===== src/rtl/ahbl_arbiter_pkg.sv =====
// Shared AHB-lite definitions for the arbiter and splitter.
package ahbl_arbiter_pkg;

  typedef enum logic [1:0] {
    HTRANS_IDLE   = 2'b00,
    HTRANS_BUSY   = 2'b01,
    HTRANS_NONSEQ = 2'b10,
    HTRANS_SEQ    = 2'b11
  } htrans_t;

endpackage


===== src/rtl/ahbl_arbiter_onehot_priority.sv =====
// N-bit fixed-priority picker: the lowest-index set request wins.
module onehot_priority #(
  parameter int unsigned W = 2
) (
  input  logic [W-1:0] req,
  output logic [W-1:0] gnt
);

  // Two's-complement trick isolates the lowest set bit.
  assign gnt = req & (~req + W'(1));

endmodule


===== src/rtl/ahbl_arbiter.sv =====
// AHB-lite N:1 arbiter with a one-transfer address-phase buffer per upstream port.
module ahbl_arbiter #(
  parameter int unsigned N_PORTS = 2,
  parameter int unsigned W_ADDR  = 32,
  parameter int unsigned W_DATA  = 32
) (
  input  logic                        clk,
  input  logic                        rst_n,
  input  logic [N_PORTS-1:0]          ahbls_hready,
  output logic [N_PORTS-1:0]          ahbls_hready_resp,
  output logic [N_PORTS-1:0]          ahbls_hresp,
  input  logic [N_PORTS*W_ADDR-1:0]   ahbls_haddr,
  input  logic [N_PORTS-1:0]          ahbls_hwrite,
  input  logic [N_PORTS*2-1:0]        ahbls_htrans,
  input  logic [N_PORTS*3-1:0]        ahbls_hsize,
  input  logic [N_PORTS*3-1:0]        ahbls_hburst,
  input  logic [N_PORTS*4-1:0]        ahbls_hprot,
  input  logic [N_PORTS-1:0]          ahbls_hmastlock,
  input  logic [N_PORTS*W_DATA-1:0]   ahbls_hwdata,
  output logic [N_PORTS*W_DATA-1:0]   ahbls_hrdata,
  output logic                        ahblm_hready,
  input  logic                        ahblm_hready_resp,
  input  logic                        ahblm_hresp,
  output logic [W_ADDR-1:0]           ahblm_haddr,
  output logic                        ahblm_hwrite,
  output logic [1:0]                  ahblm_htrans,
  output logic [2:0]                  ahblm_hsize,
  output logic [2:0]                  ahblm_hburst,
  output logic [3:0]                  ahblm_hprot,
  output logic                        ahblm_hmastlock,
  output logic [W_DATA-1:0]           ahblm_hwdata,
  input  logic [W_DATA-1:0]           ahblm_hrdata
);

  import ahbl_arbiter_pkg::*;

  logic [N_PORTS-1:0] buf_valid, live, req, pri_grant, grant_a, grant_d, hold_grant, accept;
  logic               hold_valid;

  logic [W_ADDR-1:0]  buf_addr  [N_PORTS];
  logic               buf_write [N_PORTS];
  logic [1:0]         buf_trans [N_PORTS];
  logic [2:0]         buf_size  [N_PORTS];
  logic [2:0]         buf_burst [N_PORTS];
  logic [3:0]         buf_prot  [N_PORTS];
  logic               buf_lock  [N_PORTS];

  htrans_t            m_trans;

  for (genvar g = 0; g < N_PORTS; g++) begin : g_port
    assign live[g]              = ahbls_hready[g] && ahbls_htrans[2*g+1] && !buf_valid[g];
    assign ahbls_hready_resp[g] = grant_d[g] ? ahblm_hready_resp : !buf_valid[g];
    assign ahbls_hresp[g]       = grant_d[g] & ahblm_hresp;
    assign ahbls_hrdata[g*W_DATA +: W_DATA] = ahblm_hrdata;
  end

  assign req = buf_valid | live;

  onehot_priority #(.W(N_PORTS)) u_priority (
    .req (req),
    .gnt (pri_grant)
  );

  // A stalled address phase keeps its owner even if a higher-priority request shows up.
  assign grant_a      = hold_valid ? hold_grant : pri_grant;
  assign ahblm_hready = ahblm_hready_resp;
  assign accept       = grant_a & {N_PORTS{ahblm_hready}};
  assign ahblm_htrans = m_trans;

  always_comb begin
    ahblm_haddr     = '0;
    ahblm_hwrite    = 1'b0;
    m_trans         = HTRANS_IDLE;
    ahblm_hsize     = '0;
    ahblm_hburst    = '0;
    ahblm_hprot     = '0;
    ahblm_hmastlock = 1'b0;
    for (int unsigned i = 0; i < N_PORTS; i++) begin
      if (grant_a[i]) begin
        if (buf_valid[i]) begin
          ahblm_haddr     = buf_addr[i];
          ahblm_hwrite    = buf_write[i];
          m_trans         = htrans_t'(buf_trans[i]);
          ahblm_hsize     = buf_size[i];
          ahblm_hburst    = buf_burst[i];
          ahblm_hprot     = buf_prot[i];
          ahblm_hmastlock = buf_lock[i];
        end else begin
          ahblm_haddr     = ahbls_haddr[i*W_ADDR +: W_ADDR];
          ahblm_hwrite    = ahbls_hwrite[i];
          m_trans         = htrans_t'(ahbls_htrans[i*2 +: 2]);
          ahblm_hsize     = ahbls_hsize[i*3 +: 3];
          ahblm_hburst    = ahbls_hburst[i*3 +: 3];
          ahblm_hprot     = ahbls_hprot[i*4 +: 4];
          ahblm_hmastlock = ahbls_hmastlock[i];
        end
      end
    end
  end

  always_comb begin
    ahblm_hwdata = '0;
    for (int unsigned i = 0; i < N_PORTS; i++) begin
      if (grant_d[i]) ahblm_hwdata = ahblm_hwdata | ahbls_hwdata[i*W_DATA +: W_DATA];
    end
  end

  always_ff @(posedge clk or negedge rst_n) begin
    if (!rst_n) begin
      buf_valid  <= '0;
      hold_valid <= 1'b0;
      hold_grant <= '0;
      grant_d    <= '0;
      for (int unsigned i = 0; i < N_PORTS; i++) begin
        buf_addr[i]  <= '0;
        buf_write[i] <= 1'b0;
        buf_trans[i] <= '0;
        buf_size[i]  <= '0;
        buf_burst[i] <= '0;
        buf_prot[i]  <= '0;
        buf_lock[i]  <= 1'b0;
      end
    end else begin
      for (int unsigned i = 0; i < N_PORTS; i++) begin
        if (live[i] && !accept[i]) begin
          buf_valid[i] <= 1'b1;
          buf_addr[i]  <= ahbls_haddr[i*W_ADDR +: W_ADDR];
          buf_write[i] <= ahbls_hwrite[i];
          buf_trans[i] <= ahbls_htrans[i*2 +: 2];
          buf_size[i]  <= ahbls_hsize[i*3 +: 3];
          buf_burst[i] <= ahbls_hburst[i*3 +: 3];
          buf_prot[i]  <= ahbls_hprot[i*4 +: 4];
          buf_lock[i]  <= ahbls_hmastlock[i];
        end else if (buf_valid[i] && accept[i]) begin
          buf_valid[i] <= 1'b0;
        end
      end
      if (ahblm_hready) begin
        hold_valid <= 1'b0;
        grant_d    <= grant_a;
      end else if (|grant_a) begin
        hold_valid <= 1'b1;
        hold_grant <= grant_a;
      end
    end
  end

endmodule


===== config.mk =====
export PLATFORM = sky130hd
export DESIGN_NAME = ahbl_arbiter
export DESIGN_NICKNAME = d
export VERILOG_FILES = /design/src/rtl/ahbl_arbiter_pkg.sv /design/src/rtl/ahbl_arbiter_onehot_priority.sv /design/src/rtl/ahbl_arbiter.sv
export SDC_FILE = /design/constraint.sdc
export NUM_CORES = 1
export LEC_CHECK = 0
export CORE_AREA = 2 2 132 134
export CTS_CLUSTER_SIZE = 24
export DETAILED_ROUTE_END_ITERATION = 7
export DIE_AREA = 0 0 134 136
export GPL_TIMING_DRIVEN = 0
export PLACE_DENSITY = 0.77
export SYNTH_ARGS = -nofsm -noshare
export SYNTH_HDL_FRONTEND = slang
export SYNTH_SLANG_ARGS = --single-unit
export TNS_END_PERCENT = 100

===== constraint.sdc =====
create_clock -name clk -period 2.5 [get_ports clk]
set_clock_uncertainty 0.15 [all_clocks]
set_input_delay 0.625 -clock clk [delete_from_list [all_inputs] [get_ports clk]]
set_output_delay 0.625 -clock clk [all_outputs]
set_load 0.005 [all_outputs]

==> results.ini, run 1 <==
[power_and_ir_drop]
p_total_mw=7.15
cellPowerDensity_mw_per_mm2=697
clockPowerShare_pct=20.7
switching_share_pct=32.2
pwr-share-seq_pct=33.7
switchingPower_mw=2.30
ir_worst_vdd_uv=405
comb_power_share_pct=45.6
internal-power_mw=4.85
leakage_nw=4.53

[critical_path]
path_delay_family=compound AO/OA/AOI/OAI gates
path_depth=6
crit_end=ahblm_haddr[28]
cp.required_ps=1730
cp_max_fo=8
worst-path-buf-inv=3
r2r-end=buf_addr[60]
startpoint=hold_valid
crit_arrival_ps=1930
critPathKind=reg -> out
crit_path_start_kind=flip-flop
ff2ff_path_depth=5
reg2reg_slack_ps=200
r2r-start=buf_valid[0]
crit_chain=a211o_1, o21a_4, buf_12, clkbuf_16, o21ai_4, buf_6
slowest_delay_ps=440
cp_slowest_cell=dfrtp_2
crit_path_end_kind=primary output

[cells_and_area]
nets=1085
fin_area_mm2=0.0103
final_cell_count_no_fill=1122
drive_gt1_share_pct=38.3
area_delta_synth_final_pct=65.3
fill_cells=1464

[placed_design]
portBuffers=307
dp.final_hpwl_um=17100
gp_congestion=0.772
dp.cells=1089
placed_area_mm2=0.00959

[routing]
ant_nets=0
drtIter0Drc=144
via_per_inst=5.08
route.detailed.drc=0
drtPass1Iterations=4
via_count=5705
routed.top_layer=met4
wl_met3_um=1680
met1_length_um=8600
avgRoutedWirePerCell_um=19.8
wl_met2_um=11500
drt_wl_total_um=22200

[yosys]
syn-cell-area_mm2=0.00621
ys_warn_count=0
syn-instance-count=556
seq_area_frac_synth_pct=39.9
syn-num-nets=750
ys_types=28
ys_seq_elements=99
syn_area_per_cell_um2=11.2

[global_route]
grt_use_total_pct=23.6
gr-total-overflow=0
grt_max_degree=56
first_global_vias=5729
grt_pass1_wl_um=32900
grt_antenna_before_repair=1

[sta]
max_freq_mhz=370
fin_ws_ps=-204
hold_viol_final=0
rsz0062_at_grt=yes
min_period_ps=2700
tightest_slew_ps=679
period_share_pct=108
slew_headroom_pct=54.7
report.final.setup_viol=46
final_max_slew_viol_count=0

[outcome]
failed_checks=negative setup slack
status=complete, but fails checks

[clock_tree]
clockBufferDepth=2
numCtsBuffers=9
clk-insertion-delay-late_ps=340
clock-root-buffer=clkbuf_16
postCtsHoldBufs=0
cts_tree=built
clk_pin_slew_worst_paths_ps=70
clkSinkCount=99
htree_levels=3

[run]
maxCapViolCount=0

[floorplan]
fp.dieH_um=136
core_mm2=0.0169
io_pins=341
die_w_um=134
die-area_mm2=0.0182
rows=48
start_util_pct=36.8

[hold_path]
min_path_type=in -> async

==> cell families after synthesis <==
group / synth area share [%]
buffers and inverters: 11.7
DFF: 39.9
AOI/OAI and AO/OA: 10.4
and+or+nand+nor: 5.93
muxes: 32.1
==> synth_stat cells <==
master | number | area, um2
a211o_1 | 1 | 8.76
a22o_1 | 32 | 280
o2bb2ai_1 | 1 | 8.76
o21a_1 | 1 | 7.51
o21ai_0 | 52 | 260
and2_1 | 2 | 12.5
buf_1 | 5 | 18.8
nand3b_1 | 1 | 7.51
nand4_1 | 46 | 288
or2_2 | 2 | 12.5
inv_1 | 2 | 7.51
buf_6 | 4 | 45.0
a21oi_1 | 6 | 30.0
and3_1 | 1 | 6.26
buf_4 | 65 | 488
clkbuf_1 | 31 | 116
nand3_1 | 1 | 5.00
a21oi_2 | 1 | 8.76
nand2b_1 | 1 | 6.26
buf_2 | 10 | 50.1
mux2_2 | 97 | 1090
a2111oi_4 | 1 | 27.5
a211oi_2 | 1 | 12.5
mux2i_1 | 46 | 460
mux2_1 | 39 | 439
dfrtp_1 | 99 | 2480
nand2_1 | 6 | 22.5
nor2_1 | 2 | 7.51
==> layout make-up <==
class / count / area [um2] / share of cell area [%]
antenna: 1 / 2.50 / 0.0244
buffer: 112 / 937 / 9.13
clock buffer: 12 / 256 / 2.50
clock inverter: 4 / 56.3 / 0.549
inverter: 2 / 7.51 / 0.0732
multi-input combinational: 340 / 3210 / 31.3
sequential: 99 / 2480 / 24.2
tap: 225 / 282 / 2.74
timing repair buffer: 327 / 3030 / 29.5
==> power by group through the flow <==
| stage | logic, mW | clock network (mW) | registers (mW) |
|---|---|---|---|
| 6_report | 3.26 | 1.48 | 2.41 |
| 5_1_grt | 3.53 | 1.57 | 2.47 |
| 4_1_cts | 3.22 | 1.50 | 2.40 |
| 3_5_place_dp | 3.06 | 0 | 2.42 |
| 3_3_place_gp | 3.02 | 0 | 2.39 |
| 2_1_floorplan | 1.55 | 0 | 2.35 |
==> worst min-delay path by stage <==
stage                      start      endpoint  slack, ps  cells past startpoint
finish                     rst_n   buf_addr[4]        150                      1
global route               rst_n   buf_addr[3]        190                      1
CTS                        rst_n   buf_addr[3]        170                      1
detailed placement  buf_trans[1]  buf_trans[1]        310                      1
global placement    buf_trans[3]  buf_trans[3]        300                      1
floorplan                  rst_n   buf_addr[0]        180                      0
==> flip-flops by register name, summed over array words and instances (netlist names) <==
name and cells:
buf_addr 64, buf_burst 6, buf_lock 2, buf_prot 8
buf_size 6, buf_trans 4, buf_valid 2, buf_write 2
grant_d 2, hold_grant 2, hold_valid 1
==> worst register-to-register path, cell delays in order, from the launching register on <==
cell	delay (ps)
dfrtp_2	430
buf_4	160
nand3b_1	160
a21oi_2	520
buf_2	400
mux2_2	370
==> cell usage in the layout (no fill, tap or decap), types with 2 or more instances in the layout <==
cell type	netlist	final
dlygate4sd2_1	0	35
clkbuf_1	31	3
a22o_1	32	32
mux2i_1	46	46
o21ai_2	0	36
buf_6	4	13
o21ai_1	0	6
o21ai_4	0	5
o21ai_0	52	5
dlymetal6s2s_1	0	2
nor2_1	2	2
a21oi_2	1	2
clkdlybuf4s50_1	0	221
inv_1	2	2
mux2_1	39	39
mux2_2	97	97
dfrtp_1	99	95
a21oi_1	6	5
buf_2	10	56
nand2_1	6	6
buf_8	0	2
nand4_1	46	46
or2_2	2	2
buf_4	65	80
dfrtp_2	0	4
and2_1	2	2
clkbuf_8	0	8
inv_6	0	2
clkbuf_2	0	9
buf_12	0	2
clkbuf_4	0	5
clkbuf_16	0	14
==> layer usage <==
metal / track usage [%] / vias to the layer above
met5: 0 / -
met4: 7.03 / 0
met3: 7.05 / 30
met2: 42.3 / 218
met1: 27.2 / 2789
li1: - / 2668
==> per-stage QoR <==
stage / hold WS (ps) / TNS, ps / util (%) / worst slack [ps]
global route: 188 / -9640 / 60.8 / -259
detailed placement: 313 / -107580 / 56.8 / -1470
CTS: 170 / -9790 / 60.1 / -268
floorplan: 179 / 0 / - / 34.9
global placement: 301 / -435140 / 56.7 / -3310
finish: 148 / -6760 / 60.8 / -204
==> timing repair <==
item                                    in CTS  in global routing
gates cloned                                 5                  0
buffers inserted                             9                  7
pin swaps                                   41                  9
endpoints found under the setup margin     130                 87
gates resized for setup                    387                 38
Power figures use the tool's default switching activity.
==> run 2, diff against run 1 <==
- TNS_END_PERCENT: 100 -> 30
==> results.ini, run 2 (synthesis results as in run 1) <==
[routing]
drt_wl_total_um=22000  ; -0.99%
route.detailed.drc=0  ; unchanged
drtPass1Iterations=4  ; unchanged
avgRoutedWirePerCell_um=19.8  ; -0.19%
drtIter0Drc=157  ; +9.0%
ant_nets=0  ; unchanged
via_per_inst=5.06  ; -0.50%
via_count=5631  ; -1.3%

[outcome]
failed_checks=negative setup slack
status=complete, but fails checks

[sta]
slew_headroom_pct=27.4  ; -27 points
holdWs_ps=149  ; +0.918 ps
max_freq_mhz=363  ; -1.8%
fin_ws_ps=-255  ; -50.5 ps
rsz0062_at_grt=yes
min_period_ps=2750  ; +50.5 ps
report.final.setup_viol=50  ; +8.7%
tightest_slew_ps=1090  ; +410 ps
period_share_pct=110  ; +2.0 points
hold_viol_final=0  ; unchanged
final_max_slew_viol_count=0  ; unchanged

[clock_tree]
postCtsHoldBufs=0  ; unchanged
htree_levels=3  ; unchanged
numCtsBuffers=9  ; unchanged
clk_pin_slew_worst_paths_ps=70  ; about the same
clock-root-buffer=clkbuf_16
clk-insertion-delay-late_ps=340  ; about the same
clockBufferDepth=2  ; unchanged
clkSinkCount=99  ; unchanged
cts_tree=built

[critical_path]
startpoint=ahbls_htrans[1]
crit_path_start_kind=primary input
critPathKind=in -> out
crit_path_end_kind=primary output
cp.required_ps=1730  ; about the same
cp_max_fo=8  ; unchanged
r2r-start=hold_valid
crit_arrival_ps=1980  ; +50 ps

[cells_and_area]
mostFrequentLayoutCells=clkdlybuf4s50_1, mux2_2, dfrtp_1
largest_reg_flops=64  ; unchanged
mostFrequentLayoutCell=clkdlybuf4s50_1
nets=1077  ; -0.74%
drive_gt1_share_pct=37.6  ; -0.67 points
final_util_pct=60.0  ; -0.76 points
largest_registers=buf_addr x64, buf_prot x8
top_register=buf_addr
diodes=0  ; -1
area_delta_synth_final_pct=63.2

[global_route]
first_global_vias=5687  ; -0.73%
grt_max_degree=56  ; unchanged
grt_use_total_pct=23.4  ; -0.23 points
gr-total-overflow=0  ; unchanged
grt_antenna_before_repair=1  ; unchanged
grt_pass1_wl_um=32600  ; -1.0%

[placed_design]
dp.final_hpwl_um=17100  ; unchanged
portBuffers=307  ; unchanged
gp_congestion=0.772  ; unchanged

[floorplan]
core_mm2=0.0169  ; unchanged
start_util_pct=36.8  ; unchanged
rows=48  ; unchanged
die-area_mm2=0.0182  ; unchanged
fp.dieH_um=136  ; unchanged
io_pins=341  ; unchanged
die_w_um=134  ; unchanged

[run]
maxCapViolCount=0  ; unchanged

[power_and_ir_drop]
leakage_nw=4.46  ; -1.4%
ir_worst_vdd_uv=405  ; about the same
cellPowerDensity_mw_per_mm2=698  ; +0.13%

[hold_path]
min_path_type=in -> async

run 2: cell types whose count changed in the layout (fill, tap and decap cells not counted), moves of 2 or more:
cell / before / now
dlygate4sd2_1: 35 / 33
buf_2: 56 / 53
clkbuf_2: 9 / 15
buf_4: 80 / 78
clkdlybuf4s50_1: 221 / 223
buf_6: 13 / 8
o21ai_2: 36 / 33
o21ai_1: 6 / 9
run 2: per-stage QoR:
stage | setup WS (ps) | cells | power [mW] | setup TNS (ps) | instance area, um2
2_1_floorplan | 34.9 | 556 | 3.89 | 0 | 6210
3_3_place_gp | -3310 | 1088 | 5.41 | -435140 | 9560
3_5_place_dp | -1470 | 1089 | 5.48 | -107580 | 9590
4_1_cts | -255 | 1112 | 7.09 | -9860 | 10100
5_1_grt | -289 | 1113 | 7.49 | -14440 | 10100
6_report | -255 | 1113 | 7.07 | -8520 | 10100
run 2: critical path, stage by stage:
cell and delay [ps]:
buf_2 130, a211o_1 350, o21a_2 270, buf_12 160
clkbuf_16 160, o21ai_1 120, buf_2 140
run 2: cell type report:
cell class,instances,area (um2)
Fill cell,1481,6750
Multi-Input combinational cell,340,3200
Timing Repair Buffer,320,2970
Sequential cell,99,2480
Buffer,111,880
Tap cell,225,282
Clock buffer,12,256
Clock inverter,4,56.3
Inverter,2,7.51
run 2: routing by layer:
metal | vias up | wire [um] | global-route usage (%)
li1 | 2648 | - | -
met1 | 2739 | 8680 | 27.4
met3 | 30 | 1600 | 6.64
met4 | 0 | 482 | 7.09
met2 | 214 | 11200 | 41.6
met5 | - | 0 | 0
run 2: worst paths after layout:
path,end,slack [ps],cells past startpoint
max,ahblm_haddr[26],-250,7
min,buf_addr[4],150,1
max reg2reg,buf_addr[22],0,6
min reg2reg,buf_trans[1],330,1
max in group asynchronous,buf_lock[0],1330,2
min in group clk,buf_trans[1],330,1
run 2: where the power goes:
group | total (mW) | internal (mW) | switching [mW] | leakage (nW)
clock | 1.48 | 0.842 | 0.634 | 0.154
sequential | 2.41 | 2.15 | 0.262 | 1.16
combinational | 3.19 | 1.80 | 1.38 | 3.15
total | 7.07 | 4.79 | 2.28 | 4.46
run 2: what timing repair did:
| action | 4_1_cts | 5_1_grt |
|---|---|---|
| cloned | 4 | 0 |
| resized for setup | 378 | 25 |
| pin swaps | 38 | 10 |
| buffers inserted | 6 | 2 |
| endpoints found under the setup margin | 130 | 90 |
